<file path="config.mk">
export PLATFORM = sky130hd
export DESIGN_NAME = alu_exec_unit
export DESIGN_NICKNAME = d
export VERILOG_FILES = /design/src/rtl/alu_pkg.sv /design/src/rtl/alu_div_iter.sv /design/src/rtl/alu_exec_unit.sv
export SDC_FILE = /design/constraint.sdc
export NUM_CORES = 1
export LEC_CHECK = 0
export CAP_MARGIN = 20
export CORE_MARGIN = 1.5
export CORE_UTILIZATION = 26
export DETAILED_ROUTE_END_ITERATION = 8
export DONT_BUFFER_PORTS = 1
export MAX_ROUTING_LAYER = met4
export PLACE_DENSITY_LB_ADDON = 0.3
export SYNTH_ARGS = -nofsm -noshare
export SYNTH_HDL_FRONTEND = slang
export SYNTH_HIERARCHICAL = 1
export SYNTH_SLANG_ARGS = --single-unit
export TNS_END_PERCENT = 100
</file>
<file path="constraint.sdc">
create_clock -name clk -period 6.4 [get_ports clk]
set_input_delay 1.28 -clock clk [delete_from_list [all_inputs] [get_ports clk]]
set_output_delay 1.28 -clock clk [all_outputs]
set_load 0.01 [all_outputs]
</file>
<file path="src/rtl/alu_pkg.sv">
// Purpose : shared ALU op codes and execute-unit FSM state type.
// Latency : n/a (declarations only).
// Backpressure: n/a. Op codes are shared with the ALU control decoder.
package alu_pkg;

   localparam logic [2:0] ALU_NOP  = 3'b000;
   localparam logic [2:0] ALU_ADD  = 3'b001;
   localparam logic [2:0] ALU_SUB  = 3'b010;
   localparam logic [2:0] ALU_MUL  = 3'b011;
   localparam logic [2:0] ALU_DIV  = 3'b100;
   localparam logic [2:0] ALU_AND  = 3'b101;
   localparam logic [2:0] ALU_OR   = 3'b110;
   localparam logic [2:0] ALU_NOP2 = 3'b111;

   typedef enum logic [1:0] {
      IDLE = 2'd0,
      MUL  = 2'd1,
      DIV  = 2'd2,
      DONE = 2'd3
   } alu_state_t;

endpackage

</file>
<file path="src/rtl/alu_div_iter.sv">
// Purpose : unsigned restoring divider, one quotient bit per cycle.
// Latency : WIDTH cycles after start_i; done_o marks the final step.
// Backpressure: none; caller must not pulse start_i while busy_o is high.
// Ports   : clk, rst_n, start_i (load operands), dividend_i/divisor_i (magnitudes),
//           busy_o (iterating), done_o (this edge completes), quotient_o (valid with done_o).
module alu_div_iter #(
   parameter int WIDTH = 32
) (
   input  logic             clk,
   input  logic             rst_n,
   input  logic             start_i,
   input  logic [WIDTH-1:0] dividend_i,
   input  logic [WIDTH-1:0] divisor_i,
   output logic             busy_o,
   output logic             done_o,
   output logic [WIDTH-1:0] quotient_o
);

   localparam int CW = $clog2(WIDTH);
   localparam logic [CW-1:0] LAST = CW'(WIDTH - 1);

   logic [WIDTH-1:0] rem_q, rem_d;
   logic [WIDTH-1:0] quo_q, quo_d;
   logic [WIDTH-1:0] dvs_q;
   logic [CW-1:0]    cnt_q;
   logic             busy_q;
   logic [WIDTH:0]   rem_sh;
   logic             ge;

   // quo_q starts as the dividend; its MSB feeds the partial remainder while
   // quotient bits fill in from the LSB.
   assign rem_sh = {rem_q, quo_q[WIDTH-1]};
   assign ge     = (rem_sh >= {1'b0, dvs_q});
   // The true difference is below the divisor, so the low WIDTH bits are exact.
   assign rem_d  = ge ? (rem_sh[WIDTH-1:0] - dvs_q) : rem_sh[WIDTH-1:0];
   assign quo_d  = {quo_q[WIDTH-2:0], ge};

   assign busy_o     = busy_q;
   assign done_o     = busy_q && (cnt_q == LAST);
   assign quotient_o = quo_d;

   always_ff @(posedge clk or negedge rst_n) begin
      if (!rst_n) begin
         busy_q <= 1'b0;
         cnt_q  <= '0;
         rem_q  <= '0;
         quo_q  <= '0;
         dvs_q  <= '0;
      end else if (start_i) begin
         busy_q <= 1'b1;
         cnt_q  <= '0;
         rem_q  <= '0;
         quo_q  <= dividend_i;
         dvs_q  <= divisor_i;
      end else if (busy_q) begin
         rem_q <= rem_d;
         quo_q <= quo_d;
         cnt_q <= cnt_q + CW'(1);
         if (cnt_q == LAST) begin
            busy_q <= 1'b0;
         end
      end
   end

endmodule

</file>
<file path="src/rtl/alu_exec_unit.sv">
// Purpose : execute-stage ALU (ADD/SUB/AND/OR/NOP 1 cycle, iterative MUL, signed DIV).
// Latency : 1 cycle simple ops and DIV special cases; WIDTH+1 for MUL and DIV.
// Backpressure: result held while out_ready=0; in_ready = IDLE | (DONE & out_ready).
// Ports   : clk, rst_n; in_valid/in_ready, alu_op, op_a, op_b (request);
//           out_valid/out_ready, result, zero, div_by_zero (response).
// Build   : define ALU_FAST_MUL_EN for a single-cycle combinational multiply.
module alu_exec_unit
   import alu_pkg::*;
#(
   parameter int WIDTH = 32
) (
   input  logic             clk,
   input  logic             rst_n,
   input  logic             in_valid,
   output logic             in_ready,
   input  logic [2:0]       alu_op,
   input  logic [WIDTH-1:0] op_a,
   input  logic [WIDTH-1:0] op_b,
   output logic             out_valid,
   input  logic             out_ready,
   output logic [WIDTH-1:0] result,
   output logic             zero,
   output logic             div_by_zero
);

   localparam int CW = $clog2(WIDTH);
   localparam logic [CW-1:0]    LAST    = CW'(WIDTH - 1);
   localparam logic [WIDTH-1:0] MIN_VAL = {1'b1, {(WIDTH-1){1'b0}}};

   alu_state_t       state_q, state_d;
   logic [WIDTH-1:0] result_q, result_d;
   logic             zero_q, zero_d;
   logic             dbz_q, dbz_d;
   logic [WIDTH-1:0] mcand_q, mcand_d;
   logic [WIDTH-1:0] mplier_q, mplier_d;
   logic [WIDTH-1:0] acc_q, acc_d;
   logic [CW-1:0]    cnt_q, cnt_d;
   logic             neg_q, neg_d;
   logic             rdy_en_q;

   logic             accept;
   logic [WIDTH-1:0] quick_res;
   logic             quick_dbz, quick_done;
   logic [WIDTH-1:0] acc_step;
   logic [WIDTH-1:0] a_mag, b_mag;
   logic             div_start, div_busy, div_done;
   logic [WIDTH-1:0] div_quo, div_signed;

   // rdy_en_q keeps in_ready low while reset is held and for the release edge.
   assign in_ready  = rdy_en_q && !div_busy &&
                      ((state_q == IDLE) || ((state_q == DONE) && out_ready));
   assign accept    = in_valid && in_ready;
   assign out_valid = (state_q == DONE);
   assign result    = result_q;
   assign zero      = zero_q;
   assign div_by_zero = dbz_q;

   assign a_mag = op_a[WIDTH-1] ? -op_a : op_a;
   assign b_mag = op_b[WIDTH-1] ? -op_b : op_b;
   assign div_start  = accept && (alu_op == ALU_DIV) && !quick_done;
   assign div_signed = neg_q ? -div_quo : div_quo;
   assign acc_step   = acc_q + (mplier_q[0] ? mcand_q : '0);

   // Ops that resolve at accept time go straight to DONE.
   always_comb begin
      quick_res  = '0;
      quick_dbz  = 1'b0;
      quick_done = 1'b1;
      case (alu_op)
         ALU_ADD: quick_res = op_a + op_b;
         ALU_SUB: quick_res = op_a - op_b;
         ALU_AND: quick_res = op_a & op_b;
         ALU_OR:  quick_res = op_a | op_b;
         ALU_MUL: begin
`ifdef ALU_FAST_MUL_EN
            quick_res = op_a * op_b;
`else
            quick_done = 1'b0;
`endif
         end
         ALU_DIV: begin
            if (op_b == '0) begin
               quick_res = '1;
               quick_dbz = 1'b1;
            end else if ((op_a == MIN_VAL) && (op_b == '1)) begin
               quick_res = MIN_VAL;
            end else begin
               quick_done = 1'b0;
            end
         end
         default: quick_res = '0;
      endcase
   end

   always_comb begin
      state_d  = state_q;
      result_d = result_q;
      zero_d   = zero_q;
      dbz_d    = dbz_q;
      mcand_d  = mcand_q;
      mplier_d = mplier_q;
      acc_d    = acc_q;
      cnt_d    = cnt_q;
      neg_d    = neg_q;

      case (state_q)
         MUL: begin
            acc_d    = acc_step;
            mcand_d  = mcand_q << 1;
            mplier_d = mplier_q >> 1;
            cnt_d    = cnt_q + CW'(1);
            if (cnt_q == LAST) begin
               state_d  = DONE;
               result_d = acc_step;
               zero_d   = (acc_step == '0);
               dbz_d    = 1'b0;
            end
         end
         DIV: begin
            if (div_done) begin
               state_d  = DONE;
               result_d = div_signed;
               zero_d   = (div_signed == '0);
               dbz_d    = 1'b0;
            end
         end
         DONE: begin
            if (out_ready) begin
               state_d = IDLE;
            end
         end
         default: ;
      endcase

      // Accepting in DONE overrides the return to IDLE above.
      if (accept) begin
         neg_d = op_a[WIDTH-1] ^ op_b[WIDTH-1];
         if (quick_done) begin
            state_d  = DONE;
            result_d = quick_res;
            zero_d   = (quick_res == '0);
            dbz_d    = quick_dbz;
         end else if (alu_op == ALU_MUL) begin
            state_d  = MUL;
            mcand_d  = op_a;
            mplier_d = op_b;
            acc_d    = '0;
            cnt_d    = '0;
         end else begin
            state_d = DIV;
         end
      end
   end

   always_ff @(posedge clk or negedge rst_n) begin
      if (!rst_n) begin
         state_q  <= IDLE;
         result_q <= '0;
         zero_q   <= 1'b0;
         dbz_q    <= 1'b0;
         mcand_q  <= '0;
         mplier_q <= '0;
         acc_q    <= '0;
         cnt_q    <= '0;
         neg_q    <= 1'b0;
         rdy_en_q <= 1'b0;
      end else begin
         state_q  <= state_d;
         result_q <= result_d;
         zero_q   <= zero_d;
         dbz_q    <= dbz_d;
         mcand_q  <= mcand_d;
         mplier_q <= mplier_d;
         acc_q    <= acc_d;
         cnt_q    <= cnt_d;
         neg_q    <= neg_d;
         rdy_en_q <= 1'b1;
      end
   end

   alu_div_iter #(.WIDTH(WIDTH)) u_div (
      .clk        (clk),
      .rst_n      (rst_n),
      .start_i    (div_start),
      .dividend_i (a_mag),
      .divisor_i  (b_mag),
      .busy_o     (div_busy),
      .done_o     (div_done),
      .quotient_o (div_quo)
   );

endmodule

</file>
==> metrics <==
TritonCTS buffer count=34; die height=287 um; critical path required time=6870 ps; Mapped Nets=2784; xor/xnor cell area share of the yosys netlist=8.02%; Die X=287 um; Static Leak=9.14 nW; Synth Area in Adders=6.97%; Wirelength per Cell=21.9 um; final period utilization=89.6%; total setup buffers inserted after CTS=0; FILL cells=8667; clk sink count=241; 1st-iter DRT viols=1745; Power Density=537 mW/mm^2; max frequency=174 MHz; DP HPWL=57.5 mm; Mapped Area=0.0210 sq mm; kind of critical path=input pin to flip-flop; crit-path max FO=8; mux cell area share after synthesis=6.19%; ys flop type=dfrtp_1; P&R area growth vs syn=8.36%; most used routing layer=met2; die footprint=0.0824 sq mm; share of cells above drive strength 1=6.54%; drt first pass iters=6; clock-pin slew on the worst setup and hold paths=50 ps; maximum vdd drop=0.262 mV; RSZ-0062 raised after global routing=false; met1 GRT Util=25.8%; clk_skew=36.4 ps; vias per cell=5.34; Final Non-Filler Cells=3531; Register Area=0.00603 sq mm; area occupied by multi-input gates=0.0136 sq mm; cts hold-fix bufs=0; flop-to-flop setup slack=1260 ps; r2r startpoint=u_div/rem_q[20]$_DFFE_PN0P_; Setup TNS Final=0 ps; Critical R2R Capture=zero$_DFF_PN0_; clk buf depth=3; Synth Area in Compound Gates=24.3%; Synth cell types=99; Critical Path Start Type=input pin; vias in the first global route=18200; largest net degree at the start of global routing=242; GRT Overall Usage=19.1%; status=finished, final reports clean; Clk Latency, worst-skew pair=560 ps; RePlAce Congestion=0.946; GRT met2 Usage=28.7%; Seq/Total Area, Yosys=28.8%; synthesized instance count=2598; row count=103; post-synthesis register bit count=241; Max Slew Vio Count=0; slew margin rel.=27.8%; Async S/R FF share, synth=100%; R2R cell count=20; H-tree depth=2; grt ovf=0; via count=18900; Yosys Warn Count=6; root buf cell=clkbuf_16; I/O pin count=107; first-pass GRT wire length=118 mm; DR DRC count=0; initial core utilization=26.4%; actual slew at the worst max-slew pin=1080 ps; WL final=77.3 mm; Antenna Nets Post-Route=0; Port Buffers=0; met3 GRT Util=3.85%; CP endpoint kind=flip-flop; crit path time final=5730 ps; HP Class=input pin to async pin; CTS tree=yes; number of gates resized after CTS=0; critical path data arrival time=6200 ps; max-cap viol count=0; simple logic cell fraction of the synthesized area=19.3%; core region area=0.0794 sq mm; initial antenna violation count=3; Final Hold Viols=0; Final #Nets=2640; Avg Cell Area, Syn=8.07 sq um; Finish-stage setup viols=0; largest family of logic cells by synthesized area=compound AO/OA/AOI/OAI gates; placed cells=3467; EDFF count, synth=0
## logic make-up (layout without fill, tap and decap cells)
group / Yosys count / in the layout
flops: 241 / 241
fa+ha+maj: 115 / 115
xor+xnor: 192 / 192
mux: 129 / 129
simple gates: 833 / 833
compound gates: 782 / 782
other cells: 1 / 5
buf+inv: 305 / 184
## worst max-delay path, stage by stage
cell,delay [ps]
nor3_2,160
nand2_1,130
or3_1,400
or3_1,340
or2_1,260
or3_4,380
or3_1,340
nand2_1,100
xor2_1,170
ha_1,300
a21oi_1,210
o211ai_1,130
o22a_1,190
a311o_1,320
a31oi_1,350
mux2i_1,120
a21oi_1,210
nand2_1,70
nor4_1,360
nand4_1,140
o31ai_1,240
## cells in the mapped netlist, types with 23 or more instances
master,n,area share (%)
a211oi_1,32,1.1
a21o_1,49,1.8
a21oi_1,150,3.6
a221oi_1,43,1.8
a31oi_1,26,0.78
and2_1,42,1.3
buf_2,24,0.57
buf_4,36,1.3
clkbuf_1,149,2.7
dfrtp_1,241,29
ha_1,112,6.7
inv_1,80,1.4
mux2i_1,124,5.9
nand2_1,288,5.2
nand2b_1,23,0.69
nand3_1,52,1.2
nand4_1,34,1.0
nor2_1,183,3.3
nor2b_1,25,0.75
nor3_1,49,1.2
o21a_1,25,0.89
o21ai_0,253,6.0
o22ai_1,23,0.69
o31ai_1,29,1.0
xnor2_1,108,4.5
xor2_1,84,3.5
## worst max-delay path by stage
stage	slack (ps)	start	to	cells past startpoint
floorplan	510	op_b[3]	zero$_DFF_PN0_	24
global placement	60	op_b[0]	zero$_DFF_PN0_	21
detailed placement	150	op_b[0]	zero$_DFF_PN0_	21
CTS	710	op_b[0]	zero$_DFF_PN0_	21
global route	370	op_b[0]	zero$_DFF_PN0_	21
finish	670	op_b[4]	zero$_DFF_PN0_	21
## metal layers
layer  up-vias  part of all wire [%]
met5         -                     0
met4         0                   2.4
met3        91                   6.8
met2       499                    44
met1      9203                    47
li1       9075                     -
## where the power goes
group	internal (mW)	leakage (nW)	switching [mW]
Combinational	2.89	5.78	4.48
Clock	1.14	0.549	0.785
Sequential	2.20	2.81	0.705
Total	6.23	9.14	5.97
## layout by cell type (no fill, tap or decap), types with 22 or more instances in the layout
cell type	n
a21o_1	49
inv_1	80
a31oi_1	26
a21oi_1	150
nand2b_1	23
o22ai_1	23
and2_1	42
a211oi_1	32
ha_1	111
buf_4	42
nor3_1	48
clkbuf_16	35
nand4_1	34
xnor2_1	108
nor2b_1	25
o21ai_0	252
dfrtp_1	240
nor2_1	181
xor2_1	84
or3_1	22
a221oi_1	43
nand2_1	288
mux2i_1	124
nand3_1	52
o31ai_1	29
o21a_1	24
## metrics by stage
stage	power, mW	worst slack (ps)	hold WS, ps	util, %	cell area (sq um)
2_1_floorplan	8.51	507	478	-	21000
3_3_place_gp	10.2	64.5	504	27.2	21600
3_5_place_dp	10.2	148	515	27.2	21600
4_1_cts	12.2	713	404	28.6	22700
5_1_grt	13.2	375	412	28.6	22700
6_report	12.2	667	433	28.6	22700
## layout make-up
class	count	area share (%)
well taps	1050	5.78
clock inverters	16	0.688
clock buffers	43	4.21
repair buffers	42	1.39
flip-flops and latches	241	26.6
multi-input cells	2052	60.0
inverters	83	1.38
diodes	4	0.0440
## sequential cells by signal, summed over array words and instances, names as in the netlist, 2 cells and up
name and cells:
acc_q 32, cnt_q 5, mcand_q 32, mplier_q 32, result 32, state_q 2
u_div/cnt_q 5, u_div/dvs_q 32, u_div/quo_q 32, u_div/rem_q 32
Power figures use the tool's default switching activity.
